[config.mk]
export PLATFORM = sky130hd
export DESIGN_NAME = cga_vram_fetch_flat
export DESIGN_NICKNAME = d
export VERILOG_FILES = /design/src/rtl/cga_vram_fetch_if.sv /design/src/rtl/cga_vram_fetch.sv /design/src/flat_wrapper.sv
export SDC_FILE = /design/constraint.sdc
export NUM_CORES = 1
export LEC_CHECK = 0
export BUFFER_PORTS_ARGS = -buffer_cell sky130_fd_sc_hd__buf_4
export CAP_MARGIN = 0
export CORE_MARGIN = 4
export CORE_UTILIZATION = 38
export CTS_CLUSTER_SIZE = 10
export DETAILED_ROUTE_END_ITERATION = 10
export GPL_TIMING_DRIVEN = 0
export SLEW_MARGIN = 10
export SYNTH_ARGS = -nofsm -noshare
export SYNTH_HDL_FRONTEND = slang
export SYNTH_SLANG_ARGS = --single-unit
[constraint.sdc]
create_clock -name clk -period 2.4 [get_ports clk]
set_input_delay 0.36 -clock clk [delete_from_list [all_inputs] [get_ports clk]]
set_output_delay 0.36 -clock clk [all_outputs]
set_load 0.005 [all_outputs]
[src/rtl/cga_vram_fetch_if.sv]
// VRAM read port and character-cell stream between the fetch sequencer and its neighbours.
interface cga_vram_fetch_if #(
  parameter int ADDR_W = 14
);
  logic              vram_en;
  logic [ADDR_W:0]   vram_addr;
  logic [7:0]        vram_din;
  logic              cell_valid;
  logic              cell_ready;
  logic [7:0]        cell_char;
  logic [7:0]        cell_attr;

  modport master (
    output vram_en, vram_addr, cell_valid, cell_char, cell_attr,
    input  vram_din, cell_ready
  );

  modport slave (
    input  vram_en, vram_addr, cell_valid, cell_char, cell_attr,
    output vram_din, cell_ready
  );
endinterface

[src/rtl/cga_vram_fetch.sv]
// Per-line VRAM read sequencer: fetches char/attr byte pairs into a FWFT cell FIFO.
// IDLE: no line | RD_CHAR: read char byte | RD_ATTR: read attr byte | CAP_ATTR: push cell | WAIT: FIFO full
module cga_vram_fetch #(
  parameter int FIFO_DEPTH = 4,
  parameter int ADDR_W     = 14
) (
  input  logic              clk,
  input  logic              reset_n,
  input  logic              line_start,
  input  logic [ADDR_W-1:0] start_addr,
  input  logic [7:0]        cells,
  output logic              busy,
  output logic              line_done,
  cga_vram_fetch_if.master  bus
);
  localparam int PW = $clog2(FIFO_DEPTH);

  localparam logic [2:0] IDLE     = 3'd0;
  localparam logic [2:0] RD_CHAR  = 3'd1;
  localparam logic [2:0] RD_ATTR  = 3'd2;
  localparam logic [2:0] CAP_ATTR = 3'd3;
  localparam logic [2:0] WAIT     = 3'd4;

  localparam logic [ADDR_W-1:0] ADDR_ONE = ADDR_W'(1);
  localparam logic [ADDR_W-1:0] ADDR_TWO = ADDR_W'(2);
  localparam logic [PW:0]       CNT_ONE  = (PW+1)'(1);
  localparam logic [PW:0]       CNT_FULL = (PW+1)'(FIFO_DEPTH);
  localparam logic [PW-1:0]     PTR_ONE  = PW'(1);

  logic [2:0]        state, state_nxt;
  logic [ADDR_W-1:0] addr_q, addr_last_q, rd_addr, start_even;
  logic [7:0]        n_q, char_q;
  logic              zero_done_q;
  logic              vram_en, abort, push, pop, fifo_empty;

  logic [15:0]       mem [FIFO_DEPTH];
  logic [15:0]       hold_q, head;
  logic [PW-1:0]     wr_ptr, rd_ptr;
  logic [PW:0]       count, count_nxt;

  assign start_even = {start_addr[ADDR_W-1:1], 1'b0};
  assign busy       = (state != IDLE);
  assign abort      = line_start && busy;
  assign fifo_empty = (count == '0);
  assign pop        = !fifo_empty && bus.cell_ready;
  // the cell being captured when a new line starts belongs to the aborted line
  assign push       = (state == CAP_ATTR) && !line_start;
  assign line_done  = zero_done_q || (push && (n_q == 8'd1));

  assign vram_en        = (state == RD_CHAR) || (state == RD_ATTR);
  assign rd_addr        = (state == RD_ATTR) ? addr_q + ADDR_ONE : addr_q;
  assign bus.vram_en    = vram_en;
  assign bus.vram_addr  = {1'b0, vram_en ? rd_addr : addr_last_q};

  assign head           = fifo_empty ? hold_q : mem[rd_ptr];
  assign bus.cell_valid = !fifo_empty;
  assign bus.cell_char  = head[7:0];
  assign bus.cell_attr  = head[15:8];

  always_comb begin
    count_nxt = count;
    if (push && !pop)
      count_nxt = count + CNT_ONE;
    else if (!push && pop)
      count_nxt = count - CNT_ONE;
  end

  always_comb begin
    state_nxt = state;
    case (state)
      IDLE:     state_nxt = IDLE;
      RD_CHAR:  state_nxt = RD_ATTR;
      RD_ATTR:  state_nxt = CAP_ATTR;
      CAP_ATTR: begin
        if (n_q == 8'd1)
          state_nxt = IDLE;
        else if (count_nxt < CNT_FULL)
          state_nxt = RD_CHAR;
        else
          state_nxt = WAIT;
      end
      WAIT:     if (count_nxt < CNT_FULL) state_nxt = RD_CHAR;
      default:  state_nxt = IDLE;
    endcase
    if (line_start)
      state_nxt = (cells == 8'd0) ? IDLE : RD_CHAR;
  end

  always_ff @(posedge clk or negedge reset_n) begin
    if (!reset_n) begin
      state       <= IDLE;
      addr_q      <= '0;
      addr_last_q <= '0;
      n_q         <= '0;
      char_q      <= '0;
      zero_done_q <= 1'b0;
    end else begin
      state       <= state_nxt;
      zero_done_q <= line_start && (cells == 8'd0);
      if (line_start) begin
        addr_q <= start_even;
        n_q    <= cells;
      end else if (push) begin
        addr_q <= addr_q + ADDR_TWO;
        n_q    <= n_q - 8'd1;
      end
      if (vram_en)
        addr_last_q <= rd_addr;
      if (state == RD_ATTR)
        char_q <= bus.vram_din;
    end
  end

  always_ff @(posedge clk or negedge reset_n) begin
    if (!reset_n) begin
      for (int i = 0; i < FIFO_DEPTH; i++)
        mem[i] <= '0;
      wr_ptr <= '0;
      rd_ptr <= '0;
      count  <= '0;
      hold_q <= '0;
    end else begin
      if (!fifo_empty)
        hold_q <= mem[rd_ptr];
      if (abort) begin
        wr_ptr <= '0;
        rd_ptr <= '0;
        count  <= '0;
      end else begin
        if (push) begin
          mem[wr_ptr] <= {bus.vram_din, char_q};
          wr_ptr      <= wr_ptr + PTR_ONE;
        end
        if (pop)
          rd_ptr <= rd_ptr + PTR_ONE;
        count <= count_nxt;
      end
    end
  end
endmodule

[src/flat_wrapper.sv]
// flat-port wrapper written by rule: the top's interface ports become plain ports
module cga_vram_fetch_flat 
#(
  parameter int FIFO_DEPTH = 4,
  parameter int ADDR_W     = 14
)
  (clk, reset_n, line_start, start_addr, cells, busy, line_done, bus_vram_en, bus_vram_addr, bus_cell_valid, bus_cell_char, bus_cell_attr, bus_vram_din, bus_cell_ready);
  cga_vram_fetch_if #(.ADDR_W(ADDR_W)) bus_i ();
  input  logic clk;
  input  logic reset_n;
  input  logic line_start;
  input  logic [ADDR_W-1:0] start_addr;
  input  logic [7:0] cells;
  output logic busy;
  output logic line_done;
  output wire logic [$bits(bus_i.vram_en)-1:0] bus_vram_en;
  output wire logic [$bits(bus_i.vram_addr)-1:0] bus_vram_addr;
  output wire logic [$bits(bus_i.cell_valid)-1:0] bus_cell_valid;
  output wire logic [$bits(bus_i.cell_char)-1:0] bus_cell_char;
  output wire logic [$bits(bus_i.cell_attr)-1:0] bus_cell_attr;
  input wire logic [$bits(bus_i.vram_din)-1:0] bus_vram_din;
  input wire logic [$bits(bus_i.cell_ready)-1:0] bus_cell_ready;
  assign bus_vram_en = bus_i.vram_en;
  assign bus_vram_addr = bus_i.vram_addr;
  assign bus_cell_valid = bus_i.cell_valid;
  assign bus_cell_char = bus_i.cell_char;
  assign bus_cell_attr = bus_i.cell_attr;
  assign bus_i.vram_din = bus_vram_din;
  assign bus_i.cell_ready = bus_cell_ready;
  cga_vram_fetch #(.FIFO_DEPTH(FIFO_DEPTH), .ADDR_W(ADDR_W)) u_core (.clk(clk), .reset_n(reset_n), .line_start(line_start), .start_addr(start_addr), .cells(cells), .busy(busy), .line_done(line_done), .bus(bus_i));
endmodule
# ---- Word-level counts from Yosys, hierarchy flattened
# Index checks and enable logic that the tools add are counted.
dict set report totals {
  rom_bits 0
  ram_bits 0
  register_bits 135
  wordCells 81
  in_bits 34
  memories 0
  latchBits 0
}
dict set report classes {
  n_bitwise 3
  n_lt_le_gt_ge 4
  n_reduce_logical 21
  add_sub_neg 7
  eq_ne 6
  shift 0
  div_mod_pow 0
  muxes 26
  mul 0
}
# cell n
set ops {}
lappend ops {{$bwmux 64} 1}
lappend ops {{$mux 16} 4}
lappend ops {{$mux 14} 4}
lappend ops {{$bmux 16 s2} 1}
lappend ops {{$demux 16 s2} 1}
lappend ops {{$mux 3} 7}
lappend ops {{$mux 8} 2}
lappend ops {{$add 14x1->14 const B} 1}
lappend ops {{$add 14x2->14 const B} 1}
lappend ops {{$pmux 3 s4} 1}
lappend ops {{$eq 8x1->1 const B} 1}
lappend ops {{$logic_and 1x1->1} 8}
lappend ops {{$logic_not 8->1} 1}
lappend ops {{$mux 2} 4}
lappend ops {{$sub 8x1->8 const B} 1}
lappend ops {{$eq 3x2->1 const B} 2}
lappend ops {{$ge 3x3->1 const B} 2}
lappend ops {{$not 2->3} 2}
lappend ops {{$reduce_bool 2->1} 3}
lappend ops {{$add 2x1->2 const B} 2}
lappend ops {{$logic_not 1->1} 4}
lappend ops {{$add 3x1->3 const B} 1}
lappend ops {{$eq 3x1->1 const B} 1}
lappend ops {{$eq 3x3->1 const B} 1}
lappend ops {{other kinds (10)} 11}

# ---- Logic depth before layout (Yosys ltp)
dict set report depth {
  word_depth 11
  mapped_depth 11
}

# ---- Least setup slack after synthesis
# OpenSTA, ideal clock, no wires.
dict set report synth_path {
  path_type {register to output}
  start {register u_core.rd_ptr[0]}
  end {output bus_cell_attr[0]}
  t_arrival_ns 1.660
  slack_ns 0.380
  stages_incl_launch_ff 5
  path_buffers 2
  cell_sequence {dfrtp_1 > buf_2 > buf_2 > mux4_2 > mux2_2}
}
dict set report synth_via {
  elab_chain_cells 5
}
# item line
set synth_rtl {}
lappend synth_rtl {{start: declaration} cga_vram_fetch.sv:38} ;# logic [PW-1:0] wr_ptr, rd_ptr;
lappend synth_rtl {{start signal: assignment} cga_vram_fetch.sv:135} ;# rd_ptr <= rd_ptr + PTR_ONE;
lappend synth_rtl {{$not 2->3 (not written as such)} cga_vram_fetch.sv:55} ;# assign head = fifo_empty ? hold_q : mem[rd_ptr];
lappend synth_rtl {{$bmux 16 s2} cga_vram_fetch.sv:55}
lappend synth_rtl {{$mux 16 (not written as such) (2 in series)} cga_vram_fetch.sv:55}
lappend synth_rtl {{$mux 16} n/a}
lappend synth_rtl {{end: declaration} flat_wrapper.sv:20} ;# output wire logic [$bits(bus_i.cell_attr)-1:0] bus_cell_attr;
# No other way between the ends. The select of a mux whose other input is x is not followed.

# ---- Worst setup path in the final report
dict set report layout_path {
  start {register u_core.rd_ptr[0]}
  end {output bus_cell_attr[1]}
}
# Same word-level chain as after synthesis.

==> impl_results.md <==
* 1st-iter DRT viols at 153
* Routed len/inst at 17.4 um
* CTS buffer count at 17
* Core area at between 15000 and 20000 um^2
* P_leak at 3.70 nW
* Post-synth top area share at 54.7%
* Global-route wire length before repair at 21900 um
* I/O Pins at 69
* Pwr dens at 1310 nW/um^2
* Crit. End Element: output pin
* Global placement routability congestion at 0.782
* Worst Hold Class: in2reg
* Syn-to-layout area delta at 27.9%
* Ys async rst share at 100%
* Warnings, synthesis at 0
* Worst-Skew Late Latency at 0.42 ns
* Sw Share at between 30% and 40%
* End of the critical path: bus_cell_attr[1]
* Routed wire length at 13300 um
* Final Max Slew Viols at 0
* Reg2Reg Depth at 10
* ANT cells at 0
* Crit path required time at 2.04 ns
* Worst setup path class: reg2out
* Register area share after synthesis at 54.7%
* DR vias/cell at 4.91
* Placed Area at 6930 um^2
* DRC errors left at 0
* Setup slack, reg-to-reg at ~0.31 ns
* Hold_sp: start_addr[2]
* Port buffer count at 66
* VDD IR-drop max at 0.607 mV
* Die Area at 18200 um^2
* Top post-synthesis cells by area: dfrtp_1, mux2_1, mux2_2
* Most common cell in the netlist: dfrtp_1
* Slew @ Worst Pin at about 0.54 ns
* Max-Cap Viols at 0
* Post-Place Worst Slack at -0.169 ns
* Primary FF master, synth: dfrtp_1
* Die Width at 135 um
* CTS tree: yes
* Clk sinks at 134
* TNS Setup at 0 ns
* Final Hold Viols at 0
* Post-synth top area cell: dfrtp_1
* Buffer depth of the longest clock path at 2
* Via count at 3759
* CTS HTree Levels at 4
* Mapped cell area at just over 6000 um^2
* Total grt overflow at 0
* Clock skew at approximately 0.010 ns
* Multi-input logic area at 2650 um^2
* Worst Path Arrival at between 1.5 and 2 ns
* Overall power at 10.2 mW
* Layout fillers at 1371
* Vias in the first global route at 4090
* Post-DP HPWL at 9050 um
* Core Rows at 46
* Mapped Cells at around 440
* Reg clk slew, reported paths at 0.06 ns
* Initial Util at a little under 40%
* Post-synth cell types at 47
* Pint at 7.17 mW
* Syn Nets at 487
* Cell area after layout at 7840 um^2
* Slew headroom at approximately 64%
* Crit path max fanout at 6
* Syn avg cell area at 13.9 um^2
* RSZ-0062 raised after global routing: yes
* EDFF count, synth at 0
* R2R Path Start: u_core.state[0]
* Clk network pwr share at between 20 and 30%
* Fraction of layout cells with a size suffix above 1 at between 30% and 40%
* Outcome: finished, final reports clean
* CTS root buf: clkbuf_16
* Power share of the combinational group at a little under two fifths
* Final Non-Filler Cells at 765
* Crit path launch type: flop
* Worst setup path start: u_core.rd_ptr[0]
* Final setup violating endpoints at 0
* Net count, final at around 580
* Synth cell count leaders: dfrtp_1, mux2_1, mux2_2
* Post-layout minimum cycle time at 2.35 ns
* Vert. Die Dim at 135 um
* Sequential share of power at approximately 34%
* Largest net degree at the start of global routing at 79
* P_sw at 3.07 mW
* Reg area at 3350 um^2
* Detailed Routing Iterations Pass 1 at 4
* Final setup margin at between 0.04 and 0.05 ns
* Max Fclk at about 420 MHz
* Final period util at 98.1%
* Placed Cells incl. Taps at roughly 720
* GRT Total Usage at 15.7%
* Antenna violations before repair at 0
* Post-route ant nets at 0
* Synthesis-stage register bit count at 134
* Reg2Reg Capture Point: u_core.state[0]
## kinds of logic after synthesis
kind of cell | synth area share [%]
xor gates and xnor gates | 3.00
DFF | 54.7
buffers and inverters | 3.59
AOI/OAI and AO/OA | 3.53
adders and majority gates | 2.45
muxes | 24.8
and+or+nand+nor | 7.94
other | 0.0611
## routing by layer
layer  wire length, um  global-route usage, %  vias to the layer above
li1                  -                      -                     1774
met3               353                   4.14                       13
met4               199                   5.66                        0
met5                 0                      0                        -
met2              6660                   25.6                       47
met1              6130                   20.3                     1925
## state kept, by name, indices dropped and copies added, names as in the netlist
name and count:
u_core.char_q 8, u_core.hold_q 16, u_core.zero_done_q 1, u_core.wr_ptr 2, u_core.count 3, u_core.n_q 8
u_core.mem 64, u_core.rd_ptr 2, u_core.state 3, u_core.addr_last_q 14, u_core.addr_q 13
## cell usage in the layout (no fill, tap or decap), types with 12 or more instances in the layout
master and count:
nor2_1 12, inv_1 12, buf_4 66, mux2_2 24
mux2_4 14, nand2_1 24, mux4_2 16, dfrtp_1 134
ha_1 12, buf_6 18, o21ai_0 18, mux2_1 64
clkbuf_16 17
## power groups by stage
stage	clock network [mW]	registers [mW]	logic (mW)
2_1_floorplan	0	3.40	2.15
3_3_place_gp	0	3.49	3.33
3_5_place_dp	0	3.55	3.44
4_1_cts	2.84	3.52	3.69
5_1_grt	2.95	3.62	4.29
6_report	2.79	3.52	3.93
## cell type report
type / instances / area share [%]
Sequential cell: 134 / 42.8
Multi-Input combinational cell: 271 / 33.8
Timing Repair Buffer: 77 / 8.44
Clock buffer: 18 / 5.60
Tap cell: 216 / 3.45
Buffer: 21 / 2.55
Clock inverter: 14 / 2.52
Inverter: 14 / 0.909
## metrics by stage
| stage | hold slack, ns | util [%] |
|---|---|---|
| after global routing | 0.151 | 49.6 |
| after CTS | 0.139 | 48.8 |
| after floorplan | 0.0644 | - |
| after global placement | 0.468 | 43.6 |
| after detailed placement | 0.365 | 43.8 |
| final | 0.157 | 49.6 |
## repair_timing
item / CTS / global route
gates resized for setup: 27 / 27
setup endpoints to repair: 33 / 28
hold buffers: 1 / 0
gates cloned: 1 / 0
buffers inserted: 5 / 3
endpoints found under the hold margin: 56 / 0
## worst min-delay path by stage
stage	slack, ns	cells past startpoint	endpoint
floorplan	0.06	0	u_core.addr_last_q[0]
global placement	0.47	1	u_core.mem[25]
detailed placement	0.36	1	u_core.hold_q[12]
CTS	0.14	3	u_core.addr_q[8]
global route	0.15	3	u_core.n_q[0]
finish	0.16	3	u_core.addr_q[2]
## worst max-delay path, stage by stage, from the launching register on
cell,delay (ns)
dfrtp_1,0.38
buf_12,0.15
buf_12,0.13
mux4_2,0.52
mux2_4,0.29
buf_6,0.12
No activity file was read; power rests on OpenSTA's default activity.
